### config.mk
export PLATFORM = sky130hd
export DESIGN_NAME = pipe_exc_ctrl
export DESIGN_NICKNAME = d
export VERILOG_FILES = /design/src/rtl/pipe_exc_ctrl.sv
export SDC_FILE = /design/constraint.sdc
export NUM_CORES = 1
export LEC_CHECK = 0
export ABC_CLOCK_PERIOD_IN_PS = 1600
export CAP_MARGIN = 15
export CORE_MARGIN = 2
export CORE_UTILIZATION = 35
export CTS_CLUSTER_SIZE = 25
export DETAILED_ROUTE_END_ITERATION = 12
export HOLD_SLACK_MARGIN = 0.03
export PLACE_DENSITY = 0.77
export SYNTH_ARGS = -nofsm -noshare
export SYNTH_HDL_FRONTEND = slang
export SYNTH_SLANG_ARGS = --single-unit
### constraint.sdc
create_clock -name clock -period 1.6 [get_ports clock]
set_input_delay 0.32 -clock clock [delete_from_list [all_inputs] [get_ports clock]]
set_output_delay 0.32 -clock clock [all_outputs]
set_load 0.02 [all_outputs]
### src/rtl/pipe_exc_ctrl.sv
// Pipeline sequencing controller: stage flush/stall, exception entry, ERET return
// and multi-cycle divide stalls. Every output is registered for the state being entered.
//
// state | meaning
// RUN   | normal issue; triggers evaluated by priority
// DIVW  | divider busy; IF/ID and ID/EX held, EX/MEM bubbled
// EXC   | one-cycle exception/interrupt entry (flush + redirect + CP0 write)
// RET   | one-cycle ERET return (flush + redirect to EPC)
module pipe_exc_ctrl #(
  parameter logic [31:0] EXC_VECTOR = 32'h0000_F000,
  parameter int unsigned DIV_CYCLES = 32,
  parameter logic [4:0]  CODE_INT   = 5'd0,
  parameter logic [4:0]  CODE_SYS   = 5'd8,
  parameter logic [4:0]  CODE_BP    = 5'd9,
  parameter logic [4:0]  CODE_RI    = 5'd10,
  parameter logic [4:0]  CODE_OV    = 5'd12,
  parameter logic [4:0]  CODE_DIV0  = 5'd13
) (
  input  logic        clock,
  input  logic        reset,
  input  logic        wb_rsvd,
  input  logic        wb_of,
  input  logic        wb_div0,
  input  logic        wb_syscall,
  input  logic        wb_break,
  input  logic        wb_eret,
  input  logic [31:0] wb_pc,
  input  logic [31:0] wb_pcplus4,
  input  logic        int_req,
  input  logic        int_en,
  input  logic [31:0] cp0_epc,
  input  logic        ld_use_hazard,
  input  logic        div_req,
  output logic        if_id_stall,
  output logic        id_ex_stall,
  output logic        if_id_flush,
  output logic        id_ex_flush,
  output logic        ex_mem_flush,
  output logic        mem_wb_flush,
  output logic        pc_redirect,
  output logic [31:0] pc_target,
  output logic        div_go,
  output logic        div_abort,
  output logic        cp0_we,
  output logic [4:0]  cp0_code,
  output logic [31:0] cp0_epc_wr,
  output logic        eret_go
);

  localparam int unsigned CW = $clog2(DIV_CYCLES + 1);
  localparam logic [CW-1:0] DIV_LAST = CW'(DIV_CYCLES);

  typedef enum logic [1:0] {RUN, DIVW, EXC, RET} state_t;

  state_t        state;
  logic [CW-1:0] cnt;
  logic          sync_exc;
  logic [4:0]    sync_code;

  assign sync_exc = wb_rsvd | wb_of | wb_div0 | wb_syscall | wb_break;

  always_comb begin
    sync_code = CODE_BP;
    if (wb_rsvd)         sync_code = CODE_RI;
    else if (wb_of)      sync_code = CODE_OV;
    else if (wb_div0)    sync_code = CODE_DIV0;
    else if (wb_syscall) sync_code = CODE_SYS;
  end

  always_ff @(posedge clock or negedge reset) begin
    if (!reset) begin
      state        <= RUN;
      cnt          <= '0;
      if_id_stall  <= 1'b0;
      id_ex_stall  <= 1'b0;
      if_id_flush  <= 1'b0;
      id_ex_flush  <= 1'b0;
      ex_mem_flush <= 1'b0;
      mem_wb_flush <= 1'b0;
      pc_redirect  <= 1'b0;
      pc_target    <= '0;
      div_go       <= 1'b0;
      div_abort    <= 1'b0;
      cp0_we       <= 1'b0;
      cp0_code     <= '0;
      cp0_epc_wr   <= '0;
      eret_go      <= 1'b0;
    end else begin
      // Pulse outputs default low; each branch raises what its entered state needs.
      if_id_stall  <= 1'b0;
      id_ex_stall  <= 1'b0;
      if_id_flush  <= 1'b0;
      id_ex_flush  <= 1'b0;
      ex_mem_flush <= 1'b0;
      mem_wb_flush <= 1'b0;
      pc_redirect  <= 1'b0;
      pc_target    <= '0;
      div_go       <= 1'b0;
      div_abort    <= 1'b0;
      cp0_we       <= 1'b0;
      cp0_code     <= '0;
      cp0_epc_wr   <= '0;
      eret_go      <= 1'b0;
      case (state)
        RUN, DIVW: begin
          if (sync_exc || wb_eret || (int_req && int_en)) begin
            cnt          <= '0;
            if_id_flush  <= 1'b1;
            id_ex_flush  <= 1'b1;
            ex_mem_flush <= 1'b1;
            mem_wb_flush <= 1'b1;
            pc_redirect  <= 1'b1;
            div_abort    <= (state == DIVW);
            if (sync_exc) begin
              state      <= EXC;
              pc_target  <= EXC_VECTOR;
              cp0_we     <= 1'b1;
              cp0_code   <= sync_code;
              cp0_epc_wr <= wb_pc;
            end else if (wb_eret) begin
              state     <= RET;
              pc_target <= cp0_epc;
              eret_go   <= 1'b1;
            end else begin
              state      <= EXC;
              pc_target  <= EXC_VECTOR;
              cp0_we     <= 1'b1;
              cp0_code   <= CODE_INT;
              cp0_epc_wr <= wb_pcplus4;
            end
          end else if (state == DIVW) begin
            if (cnt == DIV_LAST) begin
              state <= RUN;
              cnt   <= '0;
            end else begin
              cnt          <= cnt + CW'(1);
              if_id_stall  <= 1'b1;
              id_ex_stall  <= 1'b1;
              ex_mem_flush <= 1'b1;
            end
          end else if (div_req) begin
            state        <= DIVW;
            cnt          <= CW'(1);
            div_go       <= 1'b1;
            if_id_stall  <= 1'b1;
            id_ex_stall  <= 1'b1;
            ex_mem_flush <= 1'b1;
          end else if (ld_use_hazard) begin
            if_id_stall <= 1'b1;
            id_ex_flush <= 1'b1;
          end
        end
        default: begin
          state <= RUN;
          cnt   <= '0;
        end
      endcase
    end
  end

endmodule
==> flow_metrics.tcl, run 1 <==
set metrics [dict create \
    port_buffers 186 \
    htreeDepth 3 \
    grt_pass1_vias 2990 \
    grt.overflow.total 0 \
    path_clk_slew_ns 0.09 \
    synth_area_leaders "dfrtp_1 64%, a21oi_1 6.7%, and3_1 5.4%, nand3_1 5.1%, nand2_1 4.5%" \
    status "completed" \
    crit_fanout 4 \
    crit_arrival_ns 1.75 \
    ant_nets 0 \
    grtUsageMet1_pct 22.3 \
    clockBufferDepth 2 \
    cts.sinks 85 \
    design_area_um2 5520 \
    setup_viol 0 \
    cts_buffers 9 \
    slew_violations 0 \
    pre_cts_slack_ns -0.280 \
    use_met3_pct 4.35 \
    ios 188 \
    endpoint_kind "flop" \
    cp.required_ns 1.86 \
    postCtsSetupBuffers 0 \
    p_total_mw 4.59 \
    firstDrtPassIters 4 \
    holdWs_ns 0.413 \
    grt.met2_usage_pct 32.7 \
    ys_seq_area_share_pct 63.7 \
    hold_path_class "in2async" \
    syn_inst 312 \
    post-route-min-period_ns 1.49 \
    ir_worst_vdd_mv 0.400 \
    fin_cells 637 \
    ys_warn_count 0 \
    yosysTopAreaCellShare_pct 63.7 \
    ys_ff_latch 85 \
    routed_via_density 4.72 \
    die_w_um 102 \
    place_congestion 0.815 \
    netlist_area_um2 3340 \
    core_area_um2 9240 \
    start_util_pct 36.1 \
    layout-drive-gt1-share_pct 7.87 \
    synth_edf_count 0 \
    min_period_over_period_pct 93.1 \
    clock_latency_ns 0.35 \
    vias 3006 \
    power.density_nw_per_um2 832 \
    drt_iter0_markers 100 \
    rows 35 \
    die_h_um 102 \
    grt_pass1_wl_um 14900 \
    skew_ns 0.0112 \
    route.detailed.drc 0 \
    cts_tree "built" \
    finalHoldViolCount 0 \
    area.growth.synth_to_final_pct 65.2 \
    antenna_found_initial 0 \
    root_buffer "clkbuf_8" \
    wire_per_inst_um 15.1 \
    final_core_util_pct 59.7 \
    cp-start-kind "flop" \
    grt_max_degree 46 \
    worstReg2RegEnd "ex_mem_flush$_DFF_PN0_" \
    synth_nets 422 \
    reg2reg_slack_ns 0.11 \
    synth_top_cell_by_area "dfrtp_1" \
    antenna_cells 0 \
    die_area_um2 10300 \
    ys_types 32 \
    async_flop_share_pct 100 \
    r2r_start "cnt[0]$_DFFE_PN0P_" \
    placed_cells 620 \
    routed_wl_um 9620 \
    final.setup.tns_ns 0 \
    track_usage_pct 18.6 \
    r2r_cells 6 \
    place_area_um2 5400 \
    p_leak_nw 2.99 \
    nets 613 \
    cap_viol_max_count 0 \
    worst_slack_ns 0.110 \
    critPathKind "reg2reg" \
    gr-max-usage-layer "met2" \
    hpwl_um 7160 \
    synth_ff_type "dfrtp_1" \
    rsz0062_at_grt "no" \
    avgSynthCellArea_um2 10.7 \
    max_freq_ghz 0.671 \
]
==> worst max-delay path by stage <==
stage / slack, ns / start / end / cells after the start
after global placement: -0.19 / wb_syscall / cp0_epc_wr[16]$_DFF_PN0_ / 6
after detailed placement: -0.28 / wb_syscall / cp0_epc_wr[20]$_DFF_PN0_ / 6
after CTS: 0.002 / pc_target[27]$_DFF_PN0_ / pc_target[27] / 1
after global routing: 0.01 / cnt[0]$_DFFE_PN0P_ / ex_mem_flush$_DFF_PN0_ / 6
after floorplan: 0.24 / cnt[0]$_DFFE_PN0P_ / ex_mem_flush$_DFF_PN0_ / 6
final: 0.11 / cnt[0]$_DFFE_PN0P_ / ex_mem_flush$_DFF_PN0_ / 6
==> critical path, stage by stage (launching register included) <==
cell	delay, ns
dfrtp_1	0.41
inv_1	0.07
ha_1	0.20
nor4b_4	0.14
and3_1	0.19
or2_1	0.22
a31oi_1	0.18
==> cells in the mapped netlist, types with 3 or more instances <==
master	instances
a21oi_1	45
a31oi_1	4
and2_1	3
and3_1	29
buf_2	4
buf_4	3
buf_6	5
clkbuf_1	11
clkbuf_2	3
dfrtp_1	85
inv_1	4
nand2_1	40
nand3_1	34
nor2_1	13
nor3_1	4
o21ai_0	4
==> state kept, by name (all words and copies together) (netlist names) <==
| register | count |
|---|---|
| cnt | 6 |
| cp0_code | 4 |
| cp0_epc_wr | 32 |
| cp0_we | 1 |
| div_abort | 1 |
| div_go | 1 |
| eret_go | 1 |
| ex_mem_flush | 1 |
| id_ex_flush | 1 |
| id_ex_stall | 1 |
| if_id_stall | 1 |
| pc_redirect | 1 |
| pc_target | 32 |
| state | 2 |
==> cells by family (layout without fill, tap and decap cells) <==
group	Yosys count	count (layout)	share of synthesized area, %
compound gates	57	57	9.07
xor+xnor	2	2	0.525
fa+ha+maj	2	2	0.749
buf+inv	30	226	5.10
flops	85	85	63.7
other cells	1	1	0.112
simple gates	135	135	20.8
==> where the power goes <==
group | internal, mW | switching, mW | total (mW)
Combinational | 0.439 | 0.453 | 0.893
Clock | 0.617 | 0.785 | 1.40
Sequential | 2.26 | 0.0318 | 2.30
==> cell type report <==
class                           count  area, um^2
Tap cell                          129         161
Fill cell                         792        3720
Inverter                            4        15.0
Multi-Input combinational cell    197        1040
Timing Repair Buffer              206        1990
Sequential cell                    85        2130
Clock buffer                       10         138
Clock inverter                      6        46.3
==> cell usage in the layout (no fill, tap or decap) <==
cell type,count
clkdlybuf4s50_1,106
dfrtp_1,85
dlygate4sd2_1,74
a21oi_1,45
nand2_1,40
nand3_1,34
and3_1,29
buf_4,15
nor2_1,12
clkbuf_8,10
dlymetal6s2s_1,5
inv_1,4
o21ai_0,4
nor3_1,4
a31oi_1,4
buf_12,4
and2_1,3
nor2b_1,2
xnor2_1,2
nor3b_1,2
a211oi_1,2
ha_1,2
inv_6,2
clkinvlp_4,2
nor3_2,1
and3b_1,1
nor4_1,1
nor2_2,1
nand2_2,1
nand2b_1,1
nor4b_4,1
or2_1,1
o2111ai_1,1
nor4b_1,1
a32oi_1,1
conb_1,1
clkinv_2,1
clkinv_4,1
dlygate4sd3_1,1
buf_6,1
==> per-layer routing <==
metal  up-vias  part of all wire (%)
li1       1441                     -
met1      1437                    39
met2       111                    52
met3        17                   6.7
met4         0                   1.9
met5         -                     0
==> timing repair <==
action | CTS | global route
resized for setup | 74 | 6
endpoints found under the hold margin | 23 | 0
cloned | 0 | 0
endpoints found under the setup margin | 74 | 6
hold buffers | 1 | 0
Note: power is estimated with default switching activity, not from simulation.
==> inputs of run 2 (changes only) <==
ABC_AREA = 0   (was default)
==> results of run 2 <==
No change in the layout: final DEF, timing and power equal those of run 1.
==> inputs of run 3 (changes only) <==
DONT_BUFFER_PORTS = 1   (was default)
PLACE_DENSITY = 0.52   (was 0.77)
==> run 3 against run 2 <==
Fmax fell by 0.96%; highest routed layer unchanged; utilization fell by 20 points; combinational power shrank 74%; clock power rose by 12%; wire length fell by 14%; via count is 24% lower; global-route usage down 2.7 points; critical endpoint is now cp0_code[0]$_DFF_PN0_; register-to-register slack about the same; total power decreased by 6.6%; the flow now finishes with violations (hold timing); flip-flop and latch count unchanged; clock-buffer cell count unchanged.
==> flow_metrics.tcl, run 3 (same netlist as run 1, synthesis figures left out) <==
set metrics [dict create \
    status "finished with violations" \
    grt_pass1_vias 2282 \
    cts.sinks 85 \
    place_area_um2 3450 \
    tightest_slew_ns 0.535 \
    grt.overflow.total 0 \
    cp-start-kind "flop" \
    ir_worst_vdd_mv 0.459 \
    post-route-min-period_ns 1.50 \
    cts_buffers 9 \
    max_freq_ghz 0.665 \
    fill_cells 917 \
    core_area_um2 9240 \
    crit_arrival_ns 1.79 \
    nets 420 \
    layout_common_cells "85 x dfrtp_1, 45 x a21oi_1, 40 x nand2_1" \
    route.detailed.drc 0 \
    rsz0062_at_grt "no" \
    critPathKind "reg2reg" \
    path_clk_slew_ns 0.09 \
    holdWs_ns -0.340 \
    area.growth.synth_to_final_pct 10.5 \
    gr-max-usage-layer "met2" \
    largest_registers "cp0_epc_wr x32, pc_target x32, cnt x6" \
    track_usage_pct 15.9 \
    reg2reg_slack_ns 0.1 \
    die_h_um 102 \
    crit_fanout 45 \
    place_congestion 0.908 \
    final.setup.tns_ns 0 \
    ios 188 \
    endpoint_kind "flop" \
    cp.required_ns 1.89 \
    use_met3_pct 5.73 \
    holdBufCountCts 3 \
    p_leak_nw 1.85 \
    final_common_cell "dfrtp_1" \
    port_buffers 0 \
    grtUsageMet1_pct 19.8 \
    r2r_start "state[1]$_DFFE_PN0P_" \
    max-slew-margin-rel_pct 64.3 \
    die_w_um 102 \
    drt_iter0_markers 102 \
    min_period_over_period_pct 94.0 \
    hold_path_class "in2async" \
    r2r_cells 3 \
    worstReg2RegEnd "cp0_code[0]$_DFF_PN0_" \
    ant_nets 0 \
    finalHoldViolCount 85 \
    antenna_found_initial 0 \
    cts_tree "built" \
    vias 2296 \
    die_area_um2 10300 \
    cap_viol_max_count 0 \
    grt_pass1_wl_um 12400 \
    design_area_um2 3690 \
    skew_ns 0.00925 \
    htreeDepth 3 \
    clock_latency_ns 0.35 \
    antenna_cells 0 \
    start_util_pct 36.1 \
    slew_violations 0 \
    hpwl_um 5540 \
    clockBufferDepth 2 \
    wire_per_inst_um 18.6 \
    routed_wl_um 8260 \
    grt.met2_usage_pct 25.6 \
    routed_via_density 5.17 \
    rows 35 \
    firstDrtPassIters 4 \
    setup_viol 0 \
    power.density_nw_per_um2 1160 \
    grt_max_degree 86 \
    layout-drive-gt1-share_pct 9.52 \
    root_buffer "clkbuf_8" \
    postCtsSetupBuffers 0 \
    violations "hold timing" \
]
==> run 3: cell type report <==
type	instances	area (um^2)	area share (%)
Clock buffer	10	138	3.73
Clock inverter	6	70.1	1.90
Inverter	4	15.0	0.407
Multi-Input combinational cell	197	1040	28.3
Sequential cell	85	2130	57.6
Tap cell	129	161	4.37
Timing Repair Buffer	13	134	3.63
==> run 3: metal layers <==
metal / vias to the layer above / part of all wire, % / routed length, um
li1: 1053 / - / -
met1: 1136 / 40 / 3270
met2: 96 / 52 / 4260
met3: 11 / 7.3 / 600
met4: 0 / 1.6 / 129
met5: - / 0 / 0
==> run 3: stage by stage <==
stage / std cells / util (%) / power (mW) / setup WS, ns
after floorplan: 312 / - / 2.69 / 0.245
after global placement: 425 / 37.3 / 2.75 / 0.200
after detailed placement: 425 / 37.3 / 2.76 / 0.153
after global routing: 444 / 39.9 / 4.53 / 0.00745
final: 444 / 39.9 / 4.29 / 0.0957
after CTS: 444 / 39.9 / 4.36 / 0.0402
==> run 3: where the power goes <==
| part | switching [mW] | internal (mW) | total, mW |
|---|---|---|---|
| combinational | 0.148 | 0.0847 | 0.233 |
| sequential | 0.215 | 2.27 | 2.48 |
| clock | 0.799 | 0.775 | 1.57 |
==> run 3: worst max path at each step <==
stage	startpoint	to	cells after the start
2_1_floorplan	cnt[0]$_DFFE_PN0P_	ex_mem_flush$_DFF_PN0_	6
3_3_place_gp	cnt[0]$_DFFE_PN0P_	ex_mem_flush$_DFF_PN0_	6
3_5_place_dp	cnt[0]$_DFFE_PN0P_	ex_mem_flush$_DFF_PN0_	6
4_1_cts	state[1]$_DFFE_PN0P_	cp0_code[0]$_DFF_PN0_	3
5_1_grt	cnt[0]$_DFFE_PN0P_	cnt[1]$_DFFE_PN0P_	6
6_report	state[1]$_DFFE_PN0P_	cp0_code[0]$_DFF_PN0_	3
==> run 3: what timing repair did <==
item,in CTS,in global routing
hold endpoints to repair,87,85
endpoints found under the setup margin,0,1
resized for setup,0,1
==> run 3: worst max-delay path: stages (launching register included) <==
cell and delay [ns]:
dfrtp_1 0.40, buf_6 0.22, nor4_1 0.25, dlygate4sd3_1 0.58
